File: src/rtl/text_console_pkg.sv
// Shared types and constants for the VRAM text console writer.
package text_console_pkg;

   localparam int COLS_DEF = 80;
   localparam int ROWS_DEF = 30;

   localparam logic [6:0] CC_BS = 7'h08;
   localparam logic [6:0] CC_LF = 7'h0A;
   localparam logic [6:0] CC_FF = 7'h0C;
   localparam logic [6:0] CC_CR = 7'h0D;

   typedef enum logic [2:0] {
      ST_IDLE,
      ST_PUT,
      ST_CLR,
      ST_SCR_RD,
      ST_SCR_WT,
      ST_SCR_WR,
      ST_FILL
   } state_t;

   function automatic logic [15:0] pack_half(input logic       inv,
                                             input logic [6:0] code,
                                             input logic [3:0] fg,
                                             input logic [3:0] bg);
      return {inv, code, fg, bg};
   endfunction

endpackage

File: src/rtl/console_cursor.sv
// Cursor column/row counters; the row saturates at the bottom line, and the flags tell the
// caller when an advance or newline needs a scroll instead.
module console_cursor
   import text_console_pkg::*;
#(
   parameter int COLS = COLS_DEF,
   parameter int ROWS = ROWS_DEF
) (
   input  logic       CLK,
   input  logic       RESET,
   input  logic       inc,
   input  logic       newline,
   input  logic       cr,
   input  logic       back,
   input  logic       home,
   output logic [6:0] col,
   output logic [4:0] row,
   output logic       inc_ovf,
   output logic       nl_ovf
);

   localparam logic [6:0] COL_LAST = 7'(COLS - 1);
   localparam logic [4:0] ROW_LAST = 5'(ROWS - 1);

   assign nl_ovf  = (row == ROW_LAST);
   assign inc_ovf = nl_ovf && (col == COL_LAST);

   always_ff @(posedge CLK or negedge RESET) begin
      if (!RESET) begin
         col <= '0;
         row <= '0;
      end else if (home) begin
         col <= '0;
         row <= '0;
      end else if (newline) begin
         col <= '0;
         if (!nl_ovf) row <= row + 5'd1;
      end else if (cr) begin
         col <= '0;
      end else if (inc) begin
         if (col == COL_LAST) begin
            col <= '0;
            if (!nl_ovf) row <= row + 5'd1;
         end else begin
            col <= col + 7'd1;
         end
      end else if (back) begin
         // Backing up from column 0 lands on the last cell of the previous row; (0,0) stays put.
         if (col != 7'd0) begin
            col <= col - 7'd1;
         end else if (row != 5'd0) begin
            col <= COL_LAST;
            row <= row - 5'd1;
         end
      end
   end

endmodule

File: src/rtl/text_console_writer.sv
// Byte-stream text console writing glyph/attribute halfwords into VRAM over Avalon-MM, with clear and scroll.
// Printable char: bus write one cycle after accept, ready again the cycle after; CHAR_READY low while busy or stalled.
module text_console_writer
   import text_console_pkg::*;
#(
   parameter int          COLS       = COLS_DEF,
   parameter int          ROWS       = ROWS_DEF,
   parameter logic [11:0] VRAM_BASE  = 12'h0,
   parameter logic [6:0]  BLANK_CODE = 7'h20
) (
   input  logic        CLK,
   input  logic        RESET,
   input  logic        CHAR_VALID,
   output logic        CHAR_READY,
   input  logic [7:0]  CHAR_DATA,
   input  logic [3:0]  ATTR_FG,
   input  logic [3:0]  ATTR_BG,
   output logic [11:0] M_ADDR,
   output logic        M_READ,
   output logic        M_WRITE,
   output logic [3:0]  M_BYTE_EN,
   output logic [31:0] M_WRITEDATA,
   input  logic [31:0] M_READDATA,
   input  logic        M_READDATAVALID,
   input  logic        M_WAITREQUEST,
   output logic [6:0]  CURSOR_COL,
   output logic [4:0]  CURSOR_ROW,
   output logic        BUSY
);

   localparam logic [10:0] W_FIRST = 11'(COLS / 2);
   localparam logic [10:0] W_LAST  = 11'(ROWS * COLS / 2 - 1);
   localparam logic [10:0] W_FILL  = 11'((ROWS - 1) * COLS / 2);

   state_t      state_q, state_nxt;
   logic        rdy_en_q;
   logic [7:0]  chr_q;
   logic [3:0]  fg_q, bg_q;
   logic        adv_q, adv_nxt;
   logic [10:0] wcnt_q, wcnt_ld_val;
   logic [31:0] rd_q;

   logic        xfer, is_ctl, acc;
   logic        ld_char, wcnt_ld, wcnt_inc, rd_ld;
   logic        cur_inc, cur_nl, cur_cr, cur_back, cur_home, inc_ovf, nl_ovf;
   logic [11:0] cidx;
   logic [15:0] blank_h, glyph_h;

   console_cursor #(.COLS(COLS), .ROWS(ROWS)) u_cursor (
      .CLK     (CLK),
      .RESET   (RESET),
      .inc     (cur_inc),
      .newline (cur_nl),
      .cr      (cur_cr),
      .back    (cur_back),
      .home    (cur_home),
      .col     (CURSOR_COL),
      .row     (CURSOR_ROW),
      .inc_ovf (inc_ovf),
      .nl_ovf  (nl_ovf)
   );

   assign CHAR_READY = rdy_en_q && (state_q == ST_IDLE);
   assign BUSY       = (state_q != ST_IDLE);
   assign xfer       = CHAR_VALID && CHAR_READY;
   assign is_ctl     = !CHAR_DATA[7];
   assign acc        = !M_WAITREQUEST;

   assign cidx    = 12'(CURSOR_ROW) * 12'(COLS) + 12'(CURSOR_COL);
   assign blank_h = pack_half(1'b0, BLANK_CODE, fg_q, bg_q);
   // A backspace reuses PUT with a blank glyph and no cursor advance afterwards.
   assign glyph_h = adv_q ? pack_half(chr_q[7], chr_q[6:0], fg_q, bg_q) : blank_h;

   always_comb begin
      state_nxt   = state_q;
      adv_nxt     = adv_q;
      ld_char     = 1'b0;
      wcnt_ld     = 1'b0;
      wcnt_ld_val = '0;
      wcnt_inc    = 1'b0;
      rd_ld       = 1'b0;
      cur_inc     = 1'b0;
      cur_nl      = 1'b0;
      cur_cr      = 1'b0;
      cur_back    = 1'b0;
      cur_home    = 1'b0;
      M_ADDR      = '0;
      M_READ      = 1'b0;
      M_WRITE     = 1'b0;
      M_BYTE_EN   = '0;
      M_WRITEDATA = '0;

      unique case (state_q)
         ST_IDLE: begin
            if (xfer) begin
               ld_char = 1'b1;
               if (is_ctl && CHAR_DATA[6:0] == CC_CR) begin
                  cur_cr = 1'b1;
               end else if (is_ctl && CHAR_DATA[6:0] == CC_LF) begin
                  cur_nl = 1'b1;
                  if (nl_ovf) begin
                     wcnt_ld     = 1'b1;
                     wcnt_ld_val = W_FIRST;
                     state_nxt   = ST_SCR_RD;
                  end
               end else if (is_ctl && CHAR_DATA[6:0] == CC_BS) begin
                  if (CURSOR_COL != 7'd0 || CURSOR_ROW != 5'd0) begin
                     cur_back  = 1'b1;
                     adv_nxt   = 1'b0;
                     state_nxt = ST_PUT;
                  end
               end else if (is_ctl && CHAR_DATA[6:0] == CC_FF) begin
                  cur_home    = 1'b1;
                  wcnt_ld     = 1'b1;
                  wcnt_ld_val = '0;
                  state_nxt   = ST_CLR;
               end else begin
                  adv_nxt   = 1'b1;
                  state_nxt = ST_PUT;
               end
            end
         end
         ST_PUT: begin
            M_WRITE = 1'b1;
            M_ADDR  = VRAM_BASE + {1'b0, cidx[11:1]};
            if (cidx[0]) begin
               M_BYTE_EN   = 4'b1100;
               M_WRITEDATA = {glyph_h, 16'h0000};
            end else begin
               M_BYTE_EN   = 4'b0011;
               M_WRITEDATA = {16'h0000, glyph_h};
            end
            if (acc) begin
               state_nxt = ST_IDLE;
               if (adv_q) begin
                  cur_inc = 1'b1;
                  if (inc_ovf) begin
                     wcnt_ld     = 1'b1;
                     wcnt_ld_val = W_FIRST;
                     state_nxt   = ST_SCR_RD;
                  end
               end
            end
         end
         ST_CLR, ST_FILL: begin
            M_WRITE     = 1'b1;
            M_ADDR      = VRAM_BASE + {1'b0, wcnt_q};
            M_BYTE_EN   = 4'hF;
            M_WRITEDATA = {blank_h, blank_h};
            if (acc) begin
               if (wcnt_q == W_LAST) state_nxt = ST_IDLE;
               else                  wcnt_inc  = 1'b1;
            end
         end
         ST_SCR_RD: begin
            M_READ = 1'b1;
            M_ADDR = VRAM_BASE + {1'b0, wcnt_q};
            if (acc) state_nxt = ST_SCR_WT;
         end
         ST_SCR_WT: begin
            if (M_READDATAVALID) begin
               rd_ld     = 1'b1;
               state_nxt = ST_SCR_WR;
            end
         end
         ST_SCR_WR: begin
            M_WRITE     = 1'b1;
            M_ADDR      = VRAM_BASE + {1'b0, wcnt_q - W_FIRST};
            M_BYTE_EN   = 4'hF;
            M_WRITEDATA = rd_q;
            if (acc) begin
               if (wcnt_q == W_LAST) begin
                  wcnt_ld     = 1'b1;
                  wcnt_ld_val = W_FILL;
                  state_nxt   = ST_FILL;
               end else begin
                  wcnt_inc  = 1'b1;
                  state_nxt = ST_SCR_RD;
               end
            end
         end
         default: state_nxt = ST_IDLE;
      endcase
   end

   always_ff @(posedge CLK or negedge RESET) begin
      if (!RESET) begin
         state_q  <= ST_IDLE;
         rdy_en_q <= 1'b0;
         chr_q    <= '0;
         fg_q     <= '0;
         bg_q     <= '0;
         adv_q    <= 1'b0;
         wcnt_q   <= '0;
         rd_q     <= '0;
      end else begin
         state_q  <= state_nxt;
         rdy_en_q <= 1'b1;
         adv_q    <= adv_nxt;
         if (ld_char) begin
            chr_q <= CHAR_DATA;
            fg_q  <= ATTR_FG;
            bg_q  <= ATTR_BG;
         end
         if (wcnt_ld)       wcnt_q <= wcnt_ld_val;
         else if (wcnt_inc) wcnt_q <= wcnt_q + 11'd1;
         if (rd_ld) rd_q <= M_READDATA;
      end
   end

endmodule
File: config.mk
export PLATFORM = sky130hd
export DESIGN_NAME = text_console_writer
export DESIGN_NICKNAME = d
export VERILOG_FILES = /design/src/rtl/text_console_pkg.sv /design/src/rtl/console_cursor.sv /design/src/rtl/text_console_writer.sv
export SDC_FILE = /design/constraint.sdc
export NUM_CORES = 1
export LEC_CHECK = 0
export CORE_ASPECT_RATIO = 1.75
export CORE_UTILIZATION = 40
export CTS_CLUSTER_SIZE = 25
export DETAILED_ROUTE_END_ITERATION = 7
export GPL_TIMING_DRIVEN = 1
export HOLD_SLACK_MARGIN = 0.05
export PLACE_DENSITY = 0.79
export SETUP_SLACK_MARGIN = 0.4
export SYNTH_ARGS = -nofsm -noshare
export SYNTH_HDL_FRONTEND = slang
export SYNTH_SLANG_ARGS = --single-unit
export TNS_END_PERCENT = 5
File: constraint.sdc
create_clock -name CLK -period 2.6 [get_ports CLK]
set_clock_uncertainty 0.2 [all_clocks]
set_input_delay 0.52 -clock CLK [delete_from_list [all_inputs] [get_ports CLK]]
set_output_delay 0.52 -clock CLK [all_outputs]
set_load 0.03 [all_outputs]
==> results of run 1 <==
## cells in the final DEF, fill, tap and decap left out, types with 4 or more instances in the layout
cell type	count
nor2_1	33
and3_1	8
clkbuf_16	9
dlygate4sd2_1	15
nor4_1	5
a31oi_1	10
xnor2_1	8
nand2_2	4
a21o_1	4
a21oi_1	22
nand4_1	10
xor2_1	8
nand2_1	81
mux2_2	33
nor3_1	9
ha_4	5
nor4b_4	4
nor2b_1	5
o21ai_0	31
buf_12	15
o21ai_2	6
dfrtp_1	66
buf_6	23
dfrtp_2	10
buf_4	109
o21ai_1	7
clkdlybuf4s50_1	46
ha_1	10
inv_1	13
nand3_1	11
a22oi_1	6
a22o_1	31
nor2_2	5
## flip-flops by register name, summed over array words and instances, names as in the netlist, 3 cells and up
register,flops
fg_q,4
u_cursor.row,5
wcnt_q,11
chr_q,8
bg_q,4
rd_q,32
u_cursor.col,7
state_q,3
## cell families (layout without fill, tap and decap cells)
family / Yosys count / after routing / share of synthesized area, %
mux: 36 / 36 / 7.65
simple gates: 226 / 226 / 23.2
other cells: 2 / 2 / 0.143
fa+ha+maj: 20 / 20 / 5.05
flops: 76 / 76 / 36.2
compound gates: 151 / 151 / 19.5
xor+xnor: 18 / 18 / 3.00
buf+inv: 56 / 246 / 5.19
## layout make-up
type	count	area [µm²]	share of cell area [%]
Sequential cell	76	1910	24.0
Multi-Input combinational cell	453	3460	43.3
Tap cell	171	214	2.68
Clock buffer	10	239	2.99
Inverter	16	66.3	0.830
Clock inverter	6	71.3	0.892
Timing Repair Buffer	214	2030	25.4
## worst reg2reg max path: cells and delay by family (launching register included)
| kind | cells | cell delay (ns) |
|---|---|---|
| buf+inv | 2 | 0.20 |
| flops | 1 | 0.36 |
| simple gates | 5 | 1.43 |
| compound gates | 1 | 0.13 |
| fa+ha+maj | 1 | 0.20 |
## per-stage QoR
stage          total power, mW  util, %  instances  setup WS [ns]
6_report                  7.67     62.1        946         -0.668
4_1_cts                   7.49     60.8        946         -0.684
3_3_place_gp              5.87     56.6        928         -0.511
3_5_place_dp              6.00     56.6        928         -0.551
5_1_grt                   8.08     62.1        946         -0.763
2_1_floorplan             4.18        -        585         -0.331
## per-layer routing
metal  track usage [%]  vias up
li1                  -     2503
met1              26.4     2672
met2              47.6      235
met3              4.08       70
met4              13.2        0
met5                 0        -
## cell usage after synthesis (3+ instances only)
cell	instances	share of area [%]
nand2_1	85	6.1
dfrtp_1	76	36
o21ai_0	42	4.0
nor2_1	39	2.8
mux2_2	33	7.1
a22o_1	31	5.2
a21oi_1	26	2.5
clkbuf_1	25	1.8
ha_1	18	4.3
inv_1	16	1.1
nand3_1	14	1.3
nor3_1	11	1.0
a31oi_1	10	1.2
nand4_1	10	1.2
xor2_1	10	1.7
and3_1	9	1.1
xnor2_1	8	1.3
a22oi_1	7	1.0
nor2b_1	6	0.71
nor4b_1	6	1.0
buf_1	5	0.36
nor4_1	5	0.60
a21o_1	4	0.57
and2_1	4	0.48
buf_6	4	0.86
nand2b_1	4	0.48
o221ai_1	4	0.67
or3_1	4	0.48
a211oi_1	3	0.43
buf_4	3	0.43
mux2i_1	3	0.57
nor3b_1	3	0.43
## worst paths after layout
check	startpoint	depth (start not counted)	endpoint	slack (ns)
worst max register to register	u_cursor.col[0]$_DFFE_PN0P_	9	u_cursor.col[4]$_DFFE_PN0P_	0.01
worst min-delay path	chr_q[5]$_DFFE_PN0P_	2	chr_q[5]$_DFFE_PN0P_	0.28
worst min register to register	chr_q[5]$_DFFE_PN0P_	2	chr_q[5]$_DFFE_PN0P_	0.28
worst max-delay path	u_cursor.row[3]$_DFFE_PN0P_	9	M_ADDR[10]	-0.67
max in group asynchronous	RESET	3	u_cursor.row[1]$_DFFE_PN0P_	1.17
min in group asynchronous	RESET	2	rd_q[24]$_DFFE_PN0P_	0.43
## repair_timing
item | in CTS | in global routing
pin swaps | 19 | 18
resized for setup | 88 | 54
setup buffers | 1 | 0
hold buffers | 1 | 0
setup endpoints to repair | 88 | 78
hold endpoints to repair | 23 | 0
## power groups by stage
stage / registers, mW / logic (mW) / clock network, mW
after floorplan: 2.05 / 2.12 / 0
after global placement: 1.92 / 3.95 / 0
after detailed placement: 1.95 / 4.05 / 0
after CTS: 1.95 / 4.24 / 1.31
after global routing: 2.00 / 4.72 / 1.36
final: 1.96 / 4.41 / 1.30
==> impl_metrics.py, run 1 <==
metrics = {
    "global_routing": {
        "first_global_vias": 5482,
        "grt.overflow.total": 0,
        "number_of_antenna_violations_at_the_first_check_in_global_routing": 0,
        "grt_start_max_net_pins": 37,
        "grt_first_pass_wirelength_mm": 27.0,
        "groute.usage.overall_pct": 25.6,
    },
    "critical_path": {
        "setup.worst_path.class": "flop to primary output",
        "critPathMaxStageDelay_ns": 0.56,
        "arrival_time_of_data_at_the_critical_path_endpoint_ns": 2.55,
        "timing.critical_path.fanout_max": 2,
        "critical_path.cell_chain": "ha_4 -> ha_4 -> fa_2 -> nand2_2 -> nor4b_4 -> o21ai_1 -> nand4_1 -> and3_4 -> buf_12",
        "worst_path_most_repeated_cell": "ha_4",
        "critical_path.n_buffers_inverters": 1,
        "path_delay_family": "adder cells",
        "cp-start-kind": "flop",
        "worstPathRequired_ns": 1.88,
        "setup.worst_path.end_class": "primary output",
        "crit_path_top_delay_cell": "fa_2",
    },
    "clocking": {
        "clk_latency_ns": 0.34,
        "cts.clk_slew.worst_paths_ns": 0.06,
        "clock_tree.buffer_depth": 2,
        "htreeDepth": 3,
        "cts_buffers": 9,
        "ctsRootBufferMaster": "clkbuf_16",
        "cts_tree": "built",
        "clock_sinks": 76,
    },
    "die": {
        "floorplan.core_area_um2": 12900,
        "die_y_um": 154,
        "die-area_um2": 13600,
        "initial_standard_cell_utilization_of_the_core_pct": 40.8,
        "dieWidth_um": 88.6,
        "placementRows": 55,
        "i_o_pin_count": 117,
    },
    "detailed_routing": {
        "via_count": 5480,
        "antenna_violating_nets_post_route": 0,
        "wirelength_met1_mm": 6.17,
        "drt_iter0_markers": 366,
        "top_layer": "met4",
        "remaining_drc_errors": 0,
        "total_met3_wirelength_after_detailed_routing_um": 832,
        "met2RoutedLength_mm": 9.47,
        "vias_per_cell": 5.79,
        "route.final.wire_length_mm": 17.3,
        "drt-wirelength-per-cell_um": 18.3,
        "drtPass1Iterations": 5,
    },
    "timing": {
        "relSlewSlack_pct": 66.9,
        "worst_pin_slew_ns": 0.492,
        "timing_hold_violations_final": 0,
        "timing.final.crit_period_ns": 3.27,
        "postLayoutSetupSlackWorst_ns": -0.668,
        "timing.hold.ws_ns": 0.278,
        "max_clock_freq_mhz": 306,
        "totalNegativeSetupSlack_ns": -3.37,
        "unrepaired_setup_endpoints_after_global_routing": "true",
        "finalSetupViolCount": 12,
        "finalMaxSlewViolations": 0,
        "timing.final.crit_share_pct": 126,
    },
    "synth": {
        "postSynthAreaPerCell_um2": 8.98,
        "ys_warn_count": 0,
        "mappedNetlistArea_um2": 5250,
        "synth.yosys.seq_area_share_pct": 36.2,
        "async_flop_share_pct": 100,
        "ys_ff_latch": 76,
        "synth_fp_nets": 658,
        "synth_enable_flop_cells": 0,
        "post_synth_inst_count": 585,
        "synth_cell_types": 75,
        "postSynth.topFlopCell": "dfrtp_1",
    },
    "power": {
        "ir_worst_vdd_mv": 0.545,
        "power.share.switching_pct": 42.2,
        "power.share.sequential_pct": 25.6,
        "power.share.clock_pct": 16.9,
        "pwr-share-comb_pct": 57.5,
        "powerDensity_nw_per_um2": 960,
        "p_int_mw": 4.43,
        "p_sw_mw": 3.24,
        "power.static_leakage_nw": 3.65,
    },
    "placement": {
        "port_buffers": 115,
        "globalplace.congestion": 0.873,
        "estimated_wirelength_of_the_detail_placed_design_mm": 12.9,
        "detailed_place.area_um2": 7290,
    },
    "layout": {
        "fin_nets": 843,
        "num_antenna_cells": 0,
        "fillCellCount": 1008,
        "final_layout_size_suffix_gt1_share_pct": 37.9,
        "final_design_area_no_fill_um2": 7990,
        "areaGrowthSynthToFinish_pct": 52.1,
    },
    "worst_hold_path": {
        "worstHoldPathType": "flop to flop",
    },
    "job": {
        "maxCapViolCount": 0,
    },
    "outcome": {
        "violated_checks": "negative setup slack",
        "run_status": "complete, but fails checks",
    },
}
No activity file was read; power rests on OpenSTA's default activity.
==> run 2: changes to the inputs <==
--- a/config.mk
+++ b/config.mk
@@ -6,6 +6,7 @@
 export NUM_CORES = 1
 export LEC_CHECK = 0
 export CORE_ASPECT_RATIO = 1.75
+export CORE_MARGIN = 3
 export CORE_UTILIZATION = 40
 export CTS_CLUSTER_SIZE = 25
 export DETAILED_ROUTE_END_ITERATION = 7
==> impl_metrics.py, run 2 (synthesized netlist as in run 1, its figures left out) <==
metrics = {
    "outcome": {
        "run_status": "complete, but fails checks",
        "violated_checks": "negative setup slack",
    },
    "global_routing": {
        "first_global_vias": 5672,
        "grt_use_met3_pct": 3.80,
        "number_of_antenna_violations_at_the_first_check_in_global_routing": 0,
        "global_route.usage.met2_pct": 44.3,
        "groute.usage.overall_pct": 24.2,
        "global_route.usage.met1_pct": 25.9,
        "grt_first_pass_wirelength_mm": 28.4,
        "grt.overflow.total": 0,
        "grt_start_max_net_pins": 35,
        "most_used_routing_layer": "met2",
    },
    "critical_path": {
        "timing.critical_path.fanout_max": 2,
        "setup.worst_path.end_class": "primary output",
        "worstPathRequired_ns": 1.88,
        "crit_path_top_delay_cell": "fa_2",
        "worst_path_most_repeated_cell": "ha_4",
        "critPathMaxStageDelay_ns": 0.58,
        "ff2ff_setup_slack_ns": -0.08,
        "critical_path.cell_chain": "ha_4 -> ha_4 -> fa_2 -> nand2_4 -> nor4b_2 -> o21ai_1 -> nand4_1 -> and3_4 -> buf_12",
        "setup.worst_path.class": "flop to primary output",
        "cp-start-kind": "flop",
        "arrival_time_of_data_at_the_critical_path_endpoint_ns": 2.54,
        "worst-r2r-cell-count": 9,
    },
    "detailed_routing": {
        "route.final.wire_length_mm": 18.1,
        "drtPass1Iterations": 5,
        "drt_iter0_markers": 347,
        "drt-wirelength-per-cell_um": 19.2,
        "antenna_violating_nets_post_route": 0,
        "remaining_drc_errors": 0,
        "via_count": 5509,
        "vias_per_cell": 5.85,
    },
    "placement": {
        "globalplace.congestion": 0.991,
        "port_buffers": 115,
        "dpl_worst_slack_ns": -0.493,
        "estimated_wirelength_of_the_detail_placed_design_mm": 13.2,
        "detailed_place.area_um2": 7250,
    },
    "die": {
        "dieWidth_um": 92.6,
        "die_y_um": 158,
        "floorplan.core_area_um2": 12600,
        "placementRows": 54,
        "initial_standard_cell_utilization_of_the_core_pct": 41.6,
        "i_o_pin_count": 117,
        "die-area_um2": 14600,
    },
    "clocking": {
        "ctsRootBufferMaster": "clkbuf_16",
        "cts_buffers": 9,
        "clock_sinks": 76,
        "clock_tree.buffer_depth": 2,
        "clk_latency_ns": 0.34,
        "cts_tree": "built",
        "cts.clk_slew.worst_paths_ns": 0.06,
        "htreeDepth": 3,
    },
    "job": {
        "maxCapViolCount": 0,
    },
    "layout": {
        "num_antenna_cells": 0,
        "layout.cells.most_common": "buf_4",
        "final_design_area_no_fill_um2": 8020,
        "largest_reg_flops": 32,
        "reg.largest.list": "rd_q: 32 flops, wcnt_q: 11 flops, chr_q: 8 flops",
        "most_frequent_cells_in_the_layout": "108 x buf_4, 79 x nand2_1, 62 x dfrtp_1",
        "post-route-util_pct": 63.5,
        "fin_nets": 841,
        "final_layout_size_suffix_gt1_share_pct": 38.6,
        "register_bank_with_the_most_flops": "rd_q",
        "areaGrowthSynthToFinish_pct": 52.6,
    },
    "timing": {
        "postLayoutSetupSlackWorst_ns": -0.658,
        "timing_hold_violations_final": 0,
        "max_clock_freq_mhz": 307,
        "timing.final.crit_period_ns": 3.26,
        "timing.final.crit_share_pct": 125,
        "totalNegativeSetupSlack_ns": -3.20,
        "finalSetupViolCount": 8,
        "unrepaired_setup_endpoints_after_global_routing": "true",
        "finalMaxSlewViolations": 0,
    },
    "worst_hold_path": {
        "worstHoldPathType": "flop to flop",
        "min_delay_path_depth": 2,
    },
    "power": {
        "ir_worst_vdd_mv": 0.566,
        "powerDensity_nw_per_um2": 970,
        "power.static_leakage_nw": 3.66,
    },
}
run 2: layout make-up:
cell class | instances | area [µm²]
Fill cell | 978 | 4620
Multi-Input combinational cell | 453 | 3500
Timing Repair Buffer | 212 | 2000
Sequential cell | 76 | 1920
Clock buffer | 9 | 225
Tap cell | 168 | 210
Clock inverter | 7 | 98.8
Inverter | 16 | 66.3
run 2: path summary, 6_finish.rpt:
kind                                        startpoint                           to
hold / removal                    chr_q[5]$_DFFE_PN0P_         chr_q[5]$_DFFE_PN0P_
setup reg to reg           u_cursor.row[0]$_DFFE_PN0P_  u_cursor.col[4]$_DFFE_PN0P_
max in group asynchronous                        RESET        wcnt_q[1]$_DFFE_PN0P_
setup / recovery           u_cursor.row[3]$_DFFE_PN0P_                   M_ADDR[10]
hold reg to reg                   chr_q[5]$_DFFE_PN0P_         chr_q[5]$_DFFE_PN0P_
min in group asynchronous                        RESET         rd_q[17]$_DFFE_PN0P_
run 2: layer usage:
metal / wire (µm) / part of all wire [%] / vias up
li1: - / - / 2504
met1: 6420 / 35 / 2693
met2: 9730 / 54 / 242
met3: 958 / 5.3 / 70
met4: 974 / 5.4 / 0
met5: 0 / 0 / -
run 2: critical path, delay by kind of cell (launching register included):
kind / cells / cell delay, ns
flops: 1 / 0.42
simple gates: 4 / 0.59
buf+inv: 1 / 0.11
compound gates: 1 / 0.09
fa+ha+maj: 3 / 0.99
run 2: power breakdown:
group / total [mW] / internal [mW] / switching [mW]
Sequential: 2.00 / 1.61 / 0.389
Clock: 1.37 / 0.847 / 0.527
Combinational: 4.41 / 2.01 / 2.39
Total: 7.78 / 4.47 / 3.31
run 2: stage by stage:
step	hold WS [ns]	total power, mW	std cells
finish	0.304	7.78	941
global route	0.321	8.17	941
CTS	0.285	7.52	940
detailed placement	0.262	5.97	923
global placement	0.255	5.83	923
floorplan	0.0244	4.18	585
run 2: repair_timing:
item,CTS,global route
hold buffers,1,0
resized for setup,90,62
buffers inserted,0,1
endpoints found under the hold margin,27,0
pin swaps,22,35
endpoints found under the setup margin,90,78
